`config.mk`:
```
export PLATFORM = sky130hd
export DESIGN_NAME = gba_lcd_tx
export DESIGN_NICKNAME = d
export VERILOG_FILES = /design/src/rtl/gba_lcd_pkg.sv /design/src/rtl/gba_lcd_timing.sv /design/src/rtl/gba_lcd_tx.sv
export SDC_FILE = /design/constraint.sdc
export NUM_CORES = 1
export LEC_CHECK = 0
export CAP_MARGIN = 20
export CELL_PAD_IN_SITES_DETAIL_PLACEMENT = 0
export CELL_PAD_IN_SITES_GLOBAL_PLACEMENT = 1
export CORE_AREA = 5 5 117 119
export DETAILED_ROUTE_END_ITERATION = 8
export DIE_AREA = 0 0 122 124
export GPL_ROUTABILITY_DRIVEN = 0
export PLACE_DENSITY = 0.8
export SETUP_SLACK_MARGIN = 0.15
export SYNTH_ARGS = -nofsm -noshare
export SYNTH_HDL_FRONTEND = slang
export SYNTH_SLANG_ARGS = --single-unit
```
`constraint.sdc`:
```
create_clock -name o_wrclk -period 4.5 [get_ports o_wrclk]
set_input_delay 0.9 -clock o_wrclk [delete_from_list [all_inputs] [get_ports o_wrclk]]
set_output_delay 0.9 -clock o_wrclk [all_outputs]
set_load 0.01 [all_outputs]
```
`src/rtl/gba_lcd_pkg.sv`:
```
// Shared constants, the RGB555 pixel type, state encoding and the framebuffer
// address helper for the GBA LCD transmitter.
package gba_lcd_pkg;

    localparam int WIDTH  = 240;
    localparam int HEIGHT = 160;
    localparam int HTOTAL = 308;
    localparam int VTOTAL = 228;
    localparam int PIX_W  = 15;

    typedef struct packed {
        logic [4:0] r;
        logic [4:0] g;
        logic [4:0] b;
    } rgb555_t;

    typedef enum logic [0:0] {
        ST_IDLE = 1'b0,
        ST_RUN  = 1'b1
    } lcd_state_t;

    // Raster-order word address of pixel (h, v); the line pitch defaults to WIDTH.
    function automatic logic [15:0] pix_addr(input logic [7:0]  v,
                                             input logic [8:0]  h,
                                             input logic [15:0] w = 16'(WIDTH));
        return (16'(v) * w) + 16'(h);
    endfunction

endpackage

```
`src/rtl/gba_lcd_timing.sv`:
```
// Slot prescaler, h/v raster counters, IDLE/RUN control and panel timing strobes.
// Strobes are registered from the next counter values so they line up with the slot.
module gba_lcd_timing #(
    parameter int WIDTH   = gba_lcd_pkg::WIDTH,
    parameter int HEIGHT  = gba_lcd_pkg::HEIGHT,
    parameter int HTOTAL  = gba_lcd_pkg::HTOTAL,
    parameter int VTOTAL  = gba_lcd_pkg::VTOTAL,
    parameter int CLK_DIV = 4,
    parameter int PW      = $clog2(CLK_DIV)
) (
    input  logic          o_wrclk,
    input  logic          i_rst,
    input  logic          i_en,
    output logic          o_run,
    output logic [PW-1:0] o_p,
    output logic [8:0]    o_h,
    output logic [7:0]    o_v,
    output logic          o_DCLK,
    output logic          o_LP,
    output logic          o_SPL,
    output logic          o_CLS,
    output logic          o_SPS,
    output logic          o_MOD,
    output logic          o_VCOM,
    output logic          o_frame_done
);
    import gba_lcd_pkg::*;

    localparam logic [PW-1:0] P_ZERO     = {PW{1'b0}};
    localparam logic [PW-1:0] P_LAST     = PW'(CLK_DIV - 1);
    localparam logic [PW-1:0] P_HALF     = PW'(CLK_DIV / 2);
    localparam logic [8:0]    H_ACT      = 9'(WIDTH);
    localparam logic [8:0]    H_LP_END   = 9'(WIDTH + 1);
    localparam logic [8:0]    H_PIX_LAST = 9'(WIDTH - 1);
    localparam logic [8:0]    H_PRE_LAST = 9'(HTOTAL - 2);
    localparam logic [8:0]    H_LAST     = 9'(HTOTAL - 1);
    localparam logic [7:0]    V_ACT      = 8'(HEIGHT);
    localparam logic [7:0]    V_PIX_LAST = 8'(HEIGHT - 1);
    localparam logic [7:0]    V_LAST     = 8'(VTOTAL - 1);

    lcd_state_t    r_state, w_state_n;
    logic [PW-1:0] r_p, w_p_n;
    logic [8:0]    r_h, w_h_n;
    logic [7:0]    r_v, w_v_n;
    logic          w_p_last, w_run_n, w_act_n, w_lp_n;
    logic          r_dclk, r_lp, r_spl, r_cls, r_sps, r_mod, r_vcom, r_frame_done;

    // Next state and counter values; the stop request is only honoured at the
    // end of slot (HTOTAL-2, VTOTAL-1) so a started frame always completes.
    always_comb begin
        w_state_n = r_state;
        w_p_n     = r_p;
        w_h_n     = r_h;
        w_v_n     = r_v;
        w_p_last  = (r_p == P_LAST);
        case (r_state)
            ST_IDLE: begin
                if (i_en) begin
                    w_state_n = ST_RUN;
                    w_p_n     = P_ZERO;
                    w_h_n     = H_LAST;
                    w_v_n     = V_LAST;
                end else begin
                    w_p_n = P_ZERO;
                    w_h_n = 9'd0;
                    w_v_n = 8'd0;
                end
            end
            ST_RUN: begin
                if (w_p_last && (r_h == H_PRE_LAST) && (r_v == V_LAST) && !i_en) begin
                    w_state_n = ST_IDLE;
                    w_p_n     = P_ZERO;
                    w_h_n     = 9'd0;
                    w_v_n     = 8'd0;
                end else if (w_p_last) begin
                    w_p_n = P_ZERO;
                    if (r_h == H_LAST) begin
                        w_h_n = 9'd0;
                        w_v_n = (r_v == V_LAST) ? 8'd0 : (r_v + 8'd1);
                    end else begin
                        w_h_n = r_h + 9'd1;
                    end
                end else begin
                    w_p_n = r_p + {{(PW-1){1'b0}}, 1'b1};
                end
            end
            default: begin
                w_state_n = ST_IDLE;
                w_p_n     = P_ZERO;
                w_h_n     = 9'd0;
                w_v_n     = 8'd0;
            end
        endcase
    end

    // Region decode of the upcoming slot.
    always_comb begin
        w_run_n = (w_state_n == ST_RUN);
        w_act_n = w_run_n && (w_h_n < H_ACT) && (w_v_n < V_ACT);
        w_lp_n  = w_run_n && ((w_h_n == H_ACT) || (w_h_n == H_LP_END));
    end

    // Counter, state and strobe registers.
    always_ff @(posedge o_wrclk) begin
        if (i_rst) begin
            r_state      <= ST_IDLE;
            r_p          <= P_ZERO;
            r_h          <= 9'd0;
            r_v          <= 8'd0;
            r_dclk       <= 1'b0;
            r_lp         <= 1'b0;
            r_spl        <= 1'b0;
            r_cls        <= 1'b0;
            r_sps        <= 1'b0;
            r_mod        <= 1'b0;
            r_vcom       <= 1'b0;
            r_frame_done <= 1'b0;
        end else begin
            r_state      <= w_state_n;
            r_p          <= w_p_n;
            r_h          <= w_h_n;
            r_v          <= w_v_n;
            r_dclk       <= w_act_n && (w_p_n >= P_HALF);
            r_lp         <= w_lp_n;
            r_spl        <= w_run_n && (w_h_n == H_LAST) &&
                            ((w_v_n == V_LAST) || (w_v_n < V_PIX_LAST));
            r_cls        <= w_run_n && (w_v_n < V_ACT);
            r_sps        <= w_run_n && (w_v_n == 8'd0) && (w_h_n < 9'd2);
            r_frame_done <= w_run_n && (w_p_n == P_LAST) &&
                            (w_h_n == H_PIX_LAST) && (w_v_n == V_PIX_LAST);
            if (!w_run_n) begin
                r_mod <= 1'b0;
            end else if ((w_p_n == P_ZERO) && (w_h_n == 9'd0) && (w_v_n == 8'd0)) begin
                r_mod <= ~r_mod;
            end else begin
                r_mod <= r_mod;
            end
            // VCOM follows the LP rising edge of the same slot.
            if (!w_run_n) begin
                r_vcom <= 1'b0;
            end else if (w_lp_n && !r_lp) begin
                r_vcom <= ~r_vcom;
            end else begin
                r_vcom <= r_vcom;
            end
        end
    end

    assign o_run        = (r_state == ST_RUN);
    assign o_p          = r_p;
    assign o_h          = r_h;
    assign o_v          = r_v;
    assign o_DCLK       = r_dclk;
    assign o_LP         = r_lp;
    assign o_SPL        = r_spl;
    assign o_CLS        = r_cls;
    assign o_SPS        = r_sps;
    assign o_MOD        = r_mod;
    assign o_VCOM       = r_vcom;
    assign o_frame_done = r_frame_done;

endmodule

```
`src/rtl/gba_lcd_tx.sv`:
```
// GBA LCD transmitter: prefetches each pixel one slot ahead and drives panel RGB.
// Define GBA_LCD_TX_TESTPAT_EN to replace the RAM path with 8 vertical colour bars.
module gba_lcd_tx #(
    parameter int WIDTH   = gba_lcd_pkg::WIDTH,
    parameter int HEIGHT  = gba_lcd_pkg::HEIGHT,
    parameter int HTOTAL  = gba_lcd_pkg::HTOTAL,
    parameter int VTOTAL  = gba_lcd_pkg::VTOTAL,
    parameter int CLK_DIV = 4
) (
    input  logic        o_wrclk,
    input  logic        i_rst,
    input  logic        i_en,
    output logic [15:0] o_rdaddr,
    output logic        o_rden,
    input  logic [14:0] i_rddata,
    output logic        o_DCLK,
    output logic        o_LP,
    output logic        o_SPL,
    output logic        o_CLS,
    output logic        o_SPS,
    output logic        o_MOD,
    output logic        o_VCOM,
    output logic [4:0]  o_R,
    output logic [4:0]  o_G,
    output logic [4:0]  o_B,
    output logic        o_frame_done
);
    import gba_lcd_pkg::*;

    localparam int            PW     = $clog2(CLK_DIV);
    localparam logic [PW-1:0] P_ZERO = {PW{1'b0}};
    localparam logic [PW-1:0] P_LAST = PW'(CLK_DIV - 1);
    localparam logic [8:0]    H_ACT  = 9'(WIDTH);
    localparam logic [8:0]    H_LAST = 9'(HTOTAL - 1);
    localparam logic [7:0]    V_ACT  = 8'(HEIGHT);
    localparam logic [7:0]    V_LAST = 8'(VTOTAL - 1);

    logic          w_run;
    logic [PW-1:0] w_p;
    logic [8:0]    w_h, w_hx;
    logic [7:0]    w_v, w_vx;
    logic          w_nx_act;
    rgb555_t       w_pix;
    rgb555_t       r_rgb;
    logic [15:0]   r_rdaddr;
    logic          r_rden;

    gba_lcd_timing #(
        .WIDTH   (WIDTH),
        .HEIGHT  (HEIGHT),
        .HTOTAL  (HTOTAL),
        .VTOTAL  (VTOTAL),
        .CLK_DIV (CLK_DIV),
        .PW      (PW)
    ) u_timing (
        .o_wrclk      (o_wrclk),
        .i_rst        (i_rst),
        .i_en         (i_en),
        .o_run        (w_run),
        .o_p          (w_p),
        .o_h          (w_h),
        .o_v          (w_v),
        .o_DCLK       (o_DCLK),
        .o_LP         (o_LP),
        .o_SPL        (o_SPL),
        .o_CLS        (o_CLS),
        .o_SPS        (o_SPS),
        .o_MOD        (o_MOD),
        .o_VCOM       (o_VCOM),
        .o_frame_done (o_frame_done)
    );

    // Coordinates of the slot after the current one, i.e. the pixel being fetched.
    always_comb begin
        if (w_h == H_LAST) begin
            w_hx = 9'd0;
            w_vx = (w_v == V_LAST) ? 8'd0 : (w_v + 8'd1);
        end else begin
            w_hx = w_h + 9'd1;
            w_vx = w_v;
        end
        w_nx_act = w_run && (w_hx < H_ACT) && (w_vx < V_ACT);
    end

`ifdef GBA_LCD_TX_TESTPAT_EN
    localparam logic       PREFETCH_EN = 1'b0;
    localparam logic [8:0] H_BAR       = 9'(WIDTH / 8);
    logic [2:0] w_bar;

    // Bar colour: each index bit drives one full-scale channel.
    always_comb begin
        w_bar   = 3'(w_hx / H_BAR);
        w_pix.r = {5{w_bar[2]}};
        w_pix.g = {5{w_bar[1]}};
        w_pix.b = {5{w_bar[0]}};
    end
`else
    localparam logic PREFETCH_EN = 1'b1;
    assign w_pix = rgb555_t'(i_rddata);
`endif

    // One-cycle read strobe at the start of the slot preceding each active pixel.
    always_ff @(posedge o_wrclk) begin
        if (i_rst) begin
            r_rdaddr <= 16'd0;
            r_rden   <= 1'b0;
        end else if (!w_run) begin
            r_rdaddr <= 16'd0;
            r_rden   <= 1'b0;
        end else if ((w_p == P_ZERO) && w_nx_act) begin
            r_rdaddr <= pix_addr(w_vx, w_hx, 16'(WIDTH));
            r_rden   <= PREFETCH_EN;
        end else begin
            r_rden   <= 1'b0;
        end
    end

    // Latch at the last cycle of the preceding slot so colour is stable for the whole pixel.
    always_ff @(posedge o_wrclk) begin
        if (i_rst) begin
            r_rgb <= '0;
        end else if (!w_run) begin
            r_rgb <= '0;
        end else if (w_p == P_LAST) begin
            r_rgb <= w_nx_act ? w_pix : '0;
        end else begin
            r_rgb <= r_rgb;
        end
    end

    assign o_rdaddr = r_rdaddr;
    assign o_rden   = r_rden;
    assign o_R      = r_rgb.r;
    assign o_G      = r_rgb.g;
    assign o_B      = r_rgb.b;

endmodule

```
Word level (Yosys, flattened, before mapping)
Index checks and enable logic that the tools add are counted.
{"block": "totals", "ff_bits": 60, "inputBits": 18, "output_inout_bits": 40, "elab_cells": 94}
{"block": "op_classes", "addsub": 4, "n_mul": 1, "magnitude_cmp": 7, "n_eq_ne": 11, "muxes": 19, "n_bitwise": 4, "reduce_logical": 31}
{"op": "2-to-1 mux 8 bit", "n": 5}
{"op": "2-to-1 mux 9 bit", "n": 4}
{"op": "== test 9 x 8 -> 1 bit (second input constant)", "n": 3}
{"op": "== test 9 bit (second input constant)", "n": 3}
{"op": "== test 8 bit (second input constant)", "n": 3}
{"op": "< comparator 8 bit (second input constant)", "n": 3}
{"op": "logical AND 1 bit", "n": 21}
{"op": "< comparator 9 x 8 -> 1 bit (second input constant)", "n": 2}
{"op": "one-hot mux 9 bit (2 select lines)", "n": 1}
{"op": "adder 16 x 9 -> 16 bit", "n": 1}
{"op": "one-hot mux 8 bit (2 select lines)", "n": 1}
{"op": "2-to-1 mux 15 bit", "n": 1}
{"op": "multiplier 8 x 4 -> 12 bit (second input constant)", "n": 1}
{"op": "adder 9 x 1 -> 9 bit (second input constant)", "n": 1}
{"op": "zero test 9 bit", "n": 1}
{"op": "< comparator 9 x 2 -> 1 bit (second input constant)", "n": 1}
{"op": "adder 8 x 1 -> 8 bit (second input constant)", "n": 1}
{"op": "zero test 8 bit", "n": 1}
{"op": "== test 2 bit (second input constant)", "n": 2}
{"op": "zero test 2 bit", "n": 2}
{"op": "2-to-1 mux 2 bit", "n": 2}
{"op": "NOT 1 bit", "n": 4}
{"op": "one-hot mux 2 bit (2 select lines)", "n": 1}
{"op": "OR reduction 2 bit", "n": 2}
{"op": "other kinds (6)", "n": 10}

Depth between registers and ports, before layout
{"block": "logic_depth", "ltp_word": 10, "mapped_depth": 21, "depth_no_buf": 20}

Modules after synthesis
Synthesis repeated with hierarchy kept, for this count alone.
{"block": "hier_totals", "hier_cells": 541, "area_unflattened_um2": 4501.8}
{"mod": "gba_lcd_tx", "instances": 1, "cells_per_inst": 301, "area_each_um2": 2640.0, "seq_area_each_um2": 640.6}
{"mod": "gba_lcd_timing", "instances": 1, "cells_per_inst": 240, "area_each_um2": 1861.8, "seq_area_each_um2": 560.5}

Worst setup path after synthesis
Ideal clock, no wire load.
{"block": "synth_timing", "path_kind": "register to register", "from": "register u_timing.r_h[0] (netlist: u_timing.o_h[0])", "to": "register r_rdaddr[15] (netlist: o_rdaddr[15])", "setup_ps": 62, "arrival_time_ps": 4742, "required_ps": 4438, "setup_slack_ps": -304, "stages_incl_launch_ff": 21, "path_buffers": 1, "period_less_slack_ps": 4804, "cell_sequence": "dfxtp_1 -> ha_1 -> nor3b_1 -> and3_1 -> buf_4 -> nand2_4 -> nor3_1 -> a21o_1 -> inv_1 -> fa_1 -> fa_1 -> inv_1 -> ha_1 -> a211oi_1 -> o21bai_1 -> a2111oi_0 -> nor3_1 -> xnor2_1 -> nor3_1 -> or4_1 -> nand3_1"}
{"block": "synth_between", "elab_chain_len": 6, "elab_cells_between_ends": 11, "cone_classes": "add/sub: 2; mul: 1; order compare: 2; eq/ne: 1; mux: 2; reduce/logical: 3"}
{"item": "start, declared", "line": "gba_lcd_timing.sv:43", "rtl": "logic [8:0] r_h, w_h_n;"}
{"item": "start signal, assigned", "line": "gba_lcd_timing.sv:121", "rtl": "r_h <= w_h_n;"}
{"item": "branches (longest 6 deep; another with adder 16 x 9 -> 16 bit)"}
{"item": "end signal, assigned", "line": "gba_lcd_tx.sv:111", "rtl": "r_rdaddr <= pix_addr(w_vx, w_hx, 16'(WIDTH));"}
{"item": "end, declared", "line": "gba_lcd_tx.sv:45", "rtl": "logic [15:0] r_rdaddr;"}
Parallel ways; which one is timed is not known.
A chain may end at the register's enable or synchronous reset.

Worst setup path in the final report
{"block": "layout_timing", "from": "register u_timing.r_h[1] (netlist: u_timing.o_h[1])", "to": "register r_rdaddr[15] (netlist: o_rdaddr[15])"}
The elaborated chain is that of the path after synthesis.

==> impl_metrics.yaml <==
status:
  status: "finished, violations left"
  failed_checks: "setup timing"
global_route:
  antenna_found_initial: 0
  grt-ovfl-total: 0
  grt_pass1_vias: 4034
  grt_pass1_wl_mm: 19.5
  grt_max_degree: 33
  grt.total_usage_pct: 16.0
worst_setup_path:
  cp.arrival_ns: 4.79
  rrSetupSlack_ns: -0.01
  r2r_end: "o_rdaddr[15]"
  required_ns: 4.77
  critPathKind: "reg -> reg"
  setup.worst_path.end_class: "flop"
  worst-r2r-cell-count: 19
  start_kind: "flop"
  rr_startpoint: "u_timing.o_h[1]"
  critPathMaxFanout: 4
finish:
  layout_commonest_cell: "buf_4"
  nets: 683
  layout_common_cells: "buf_4, clkdlybuf4s50_1, dfxtp_1"
  drive_gt1_share_pct: 21.4
  antenna_cells: 0
  final_area_mm2: 0.00593
  instances_no_fill: 804
  area_growth_pct: 38.7
  final_util_pct: 47.6
yosys:
  synth-seq-cells: 60
  syn_nets: 577
  synth.distinct_cells: 74
  synth_area_leaders: "dfxtp_1, ha_1, a21oi_1"
  synth_edf_count: 0
  synth_area_leader_cell: "dfxtp_1"
  async_flop_share_pct: 0
  synth_top_area_share_pct: 28.1
  synth_ff_type: "dfxtp_1"
  synth_area_mm2: 0.00428
  syn_inst: 521
  yosys_warnings: 0
  seq_area_frac_synth_pct: 28.1
  syn_area_per_cell_um2: 8.21
floorplanning:
  die_area_mm2: 0.0151
  die_w_um: 122
  rows: 41
  fp.coreArea_mm2: 0.0125
  num_io_pins: 58
  die_y_um: 124
  initial_utilization_pct: 34.3
detailed_routing:
  drt_wl_total_mm: 11.7
  firstDrtPassIters: 4
  antenna_left: 0
  wl_per_cell_um: 14.6
  drt-vias-per-instance: 5.01
  drc: 0
  vias: 4028
  initialDrtViolationCount: 262
power_and_ir_drop:
  finalPower_mw: 1.61
  vdd_drop_max_uv: 262
  p_leak_nw: 2.37
  pwr_density_cell_mw_per_mm2: 271
clock_network:
  htree_levels: 3
  cts_root_buf: "clkbuf_16"
  clock_sinks: 60
  cts_tree: "yes"
  cts_inserted_buffers: 9
  ctsLongestPathBuffers: 2
  clkSlewWorstSetupHoldPaths_ns: 0.05
  clk_latency_ns: 0.33
timing:
  slew_headroom_pct: 36.4
  whs_ns: 0.459
  finalHoldViolations: 0
  min_period_ns: 4.51
  fmax_mhz: 222
  fin_skew_ns: 0.00486
  tightest_slew_ns: 0.953
  rsz0062_at_grt: "true"
  drv_slew: 0
  period_share_pct: 100
  setup-tns-final_ns: -0.0122
  setup_slack_ns: -0.0122
  finalSetupViolations: 1
placement:
  port_buffers: 57
  dp.cells: 777
  dpl_worst_slack_ns: -0.126
  place_hpwl_mm: 9.03
  postPlaceCellArea_mm2: 0.00541
worst_hold_path:
  hold_path.class: "reg -> reg"
  worstHoldPathCells: 2
  hold_end: "o_rdaddr[0]"
  min-delay-start: "o_rdaddr[0]"
job:
  cap_violations: 0
-- report_power, final --
part / total [mW] / switching [mW] / internal [mW]
combinational: 0.323 / 0.172 / 0.152
clock: 0.726 / 0.230 / 0.496
sequential: 0.557 / 0.0122 / 0.544
total: 1.61 / 0.414 / 1.19
-- final cells by class --
type / count / area, µm²
Fill cell: 1243 / 6530
Timing Repair Buffer: 123 / 1080
Multi-Input combinational cell: 394 / 2970
Clock buffer: 11 / 243
Sequential cell: 60 / 1210
Tap cell: 172 / 215
Inverter: 39 / 146
Clock inverter: 5 / 75.1
-- state kept, by name, indices dropped and copies added, names as in the netlist --
name / cells
u_timing.o_DCLK: 1
u_timing.o_LP: 1
u_timing.o_SPS: 1
u_timing.o_frame_done: 1
u_timing.o_MOD: 1
u_timing.o_SPL: 1
u_timing.o_CLS: 1
u_timing.o_run: 1
o_rdaddr: 16
o_rden: 1
u_timing.o_v: 8
u_timing.o_h: 9
u_timing.o_p: 2
o_B: 5
u_timing.o_VCOM: 1
o_R: 5
o_G: 5
-- what timing repair did --
action | 4_1_cts | 5_1_grt
gates cloned | 0 | 0
hold buffers | 0 | 0
endpoints found under the setup margin | 4 | 6
buffers inserted | 5 | 6
resized for setup | 6 | 26
pin swaps | 5 | 19
-- logic make-up (layout without fill, tap and decap cells) --
family,after synthesis,in the layout,synth area share [%]
and+or+nand+nor,208,208,27.0
AOI/OAI and AO/OA,119,119,19.0
buffers and inverters,67,178,6.93
DFF,60,60,28.1
adders and majority gates,38,38,12.9
xor gates and xnor gates,26,26,5.32
muxes,3,3,0.731
-- critical path, cell delays in order (launching register included) --
cell and delay [ns]:
dfxtp_4 0.36, ha_4 0.14, nor3b_4 0.19, and3_4 0.25
nand2_4 0.07, nor3_4 0.15, a21o_1 0.13, inv_2 0.06
fa_1 0.47, fa_1 0.51, inv_2 0.06, fa_2 0.37
a211oi_2 0.22, o21bai_2 0.13, a2111oi_2 0.34, nor3_1 0.10
xnor2_1 0.27, nor3_2 0.09, or4_1 0.47, nand3_1 0.08
-- synthesized netlist by cell type, types with 2 or more instances --
cell	count
a221oi_1	4
o21a_1	5
and4_1	8
nand2b_1	19
fa_1	10
nor3_1	16
nand3_1	25
xnor2_1	15
dfxtp_1	60
and3_1	6
o41a_1	2
nor2_1	45
a21oi_1	40
nor3b_1	3
o21bai_1	3
buf_4	5
o21ba_2	2
o21ai_1	2
o41ai_1	2
o31ai_1	2
inv_1	38
a21o_1	10
mux2i_1	2
a31oi_1	4
and2_1	8
nor2b_1	10
xor2_1	11
buf_6	2
nor4_1	3
a211o_1	3
nand4_1	8
buf_2	8
or4_1	4
o21ai_0	16
ha_1	28
a211oi_1	8
clkbuf_1	12
nand2_1	36
-- per-layer routing --
layer / GRT usage, % / vias to the layer above / share of wire (%)
met5: 0 / - / 0
met4: 4.41 / 0 / 1.0
met3: 3.32 / 11 / 4.6
met2: 27.8 / 109 / 48
met1: 20.2 / 1860 / 46
li1: - / 2048 / -
-- worst max path at each step --
stage                          from            to  slack, ns  cells after the start
floorplan           u_timing.o_h[0]  o_rdaddr[15]       0.07                     20
global placement    u_timing.o_h[1]  o_rdaddr[15]       0.03                     19
detailed placement  u_timing.o_h[1]  o_rdaddr[15]      -0.13                     19
CTS                 u_timing.o_h[1]  o_rdaddr[15]       0.05                     19
global route        u_timing.o_h[1]  o_rdaddr[15]      -0.19                     19
finish              u_timing.o_h[1]  o_rdaddr[15]      -0.01                     19
(Power assumes the default switching activity.)
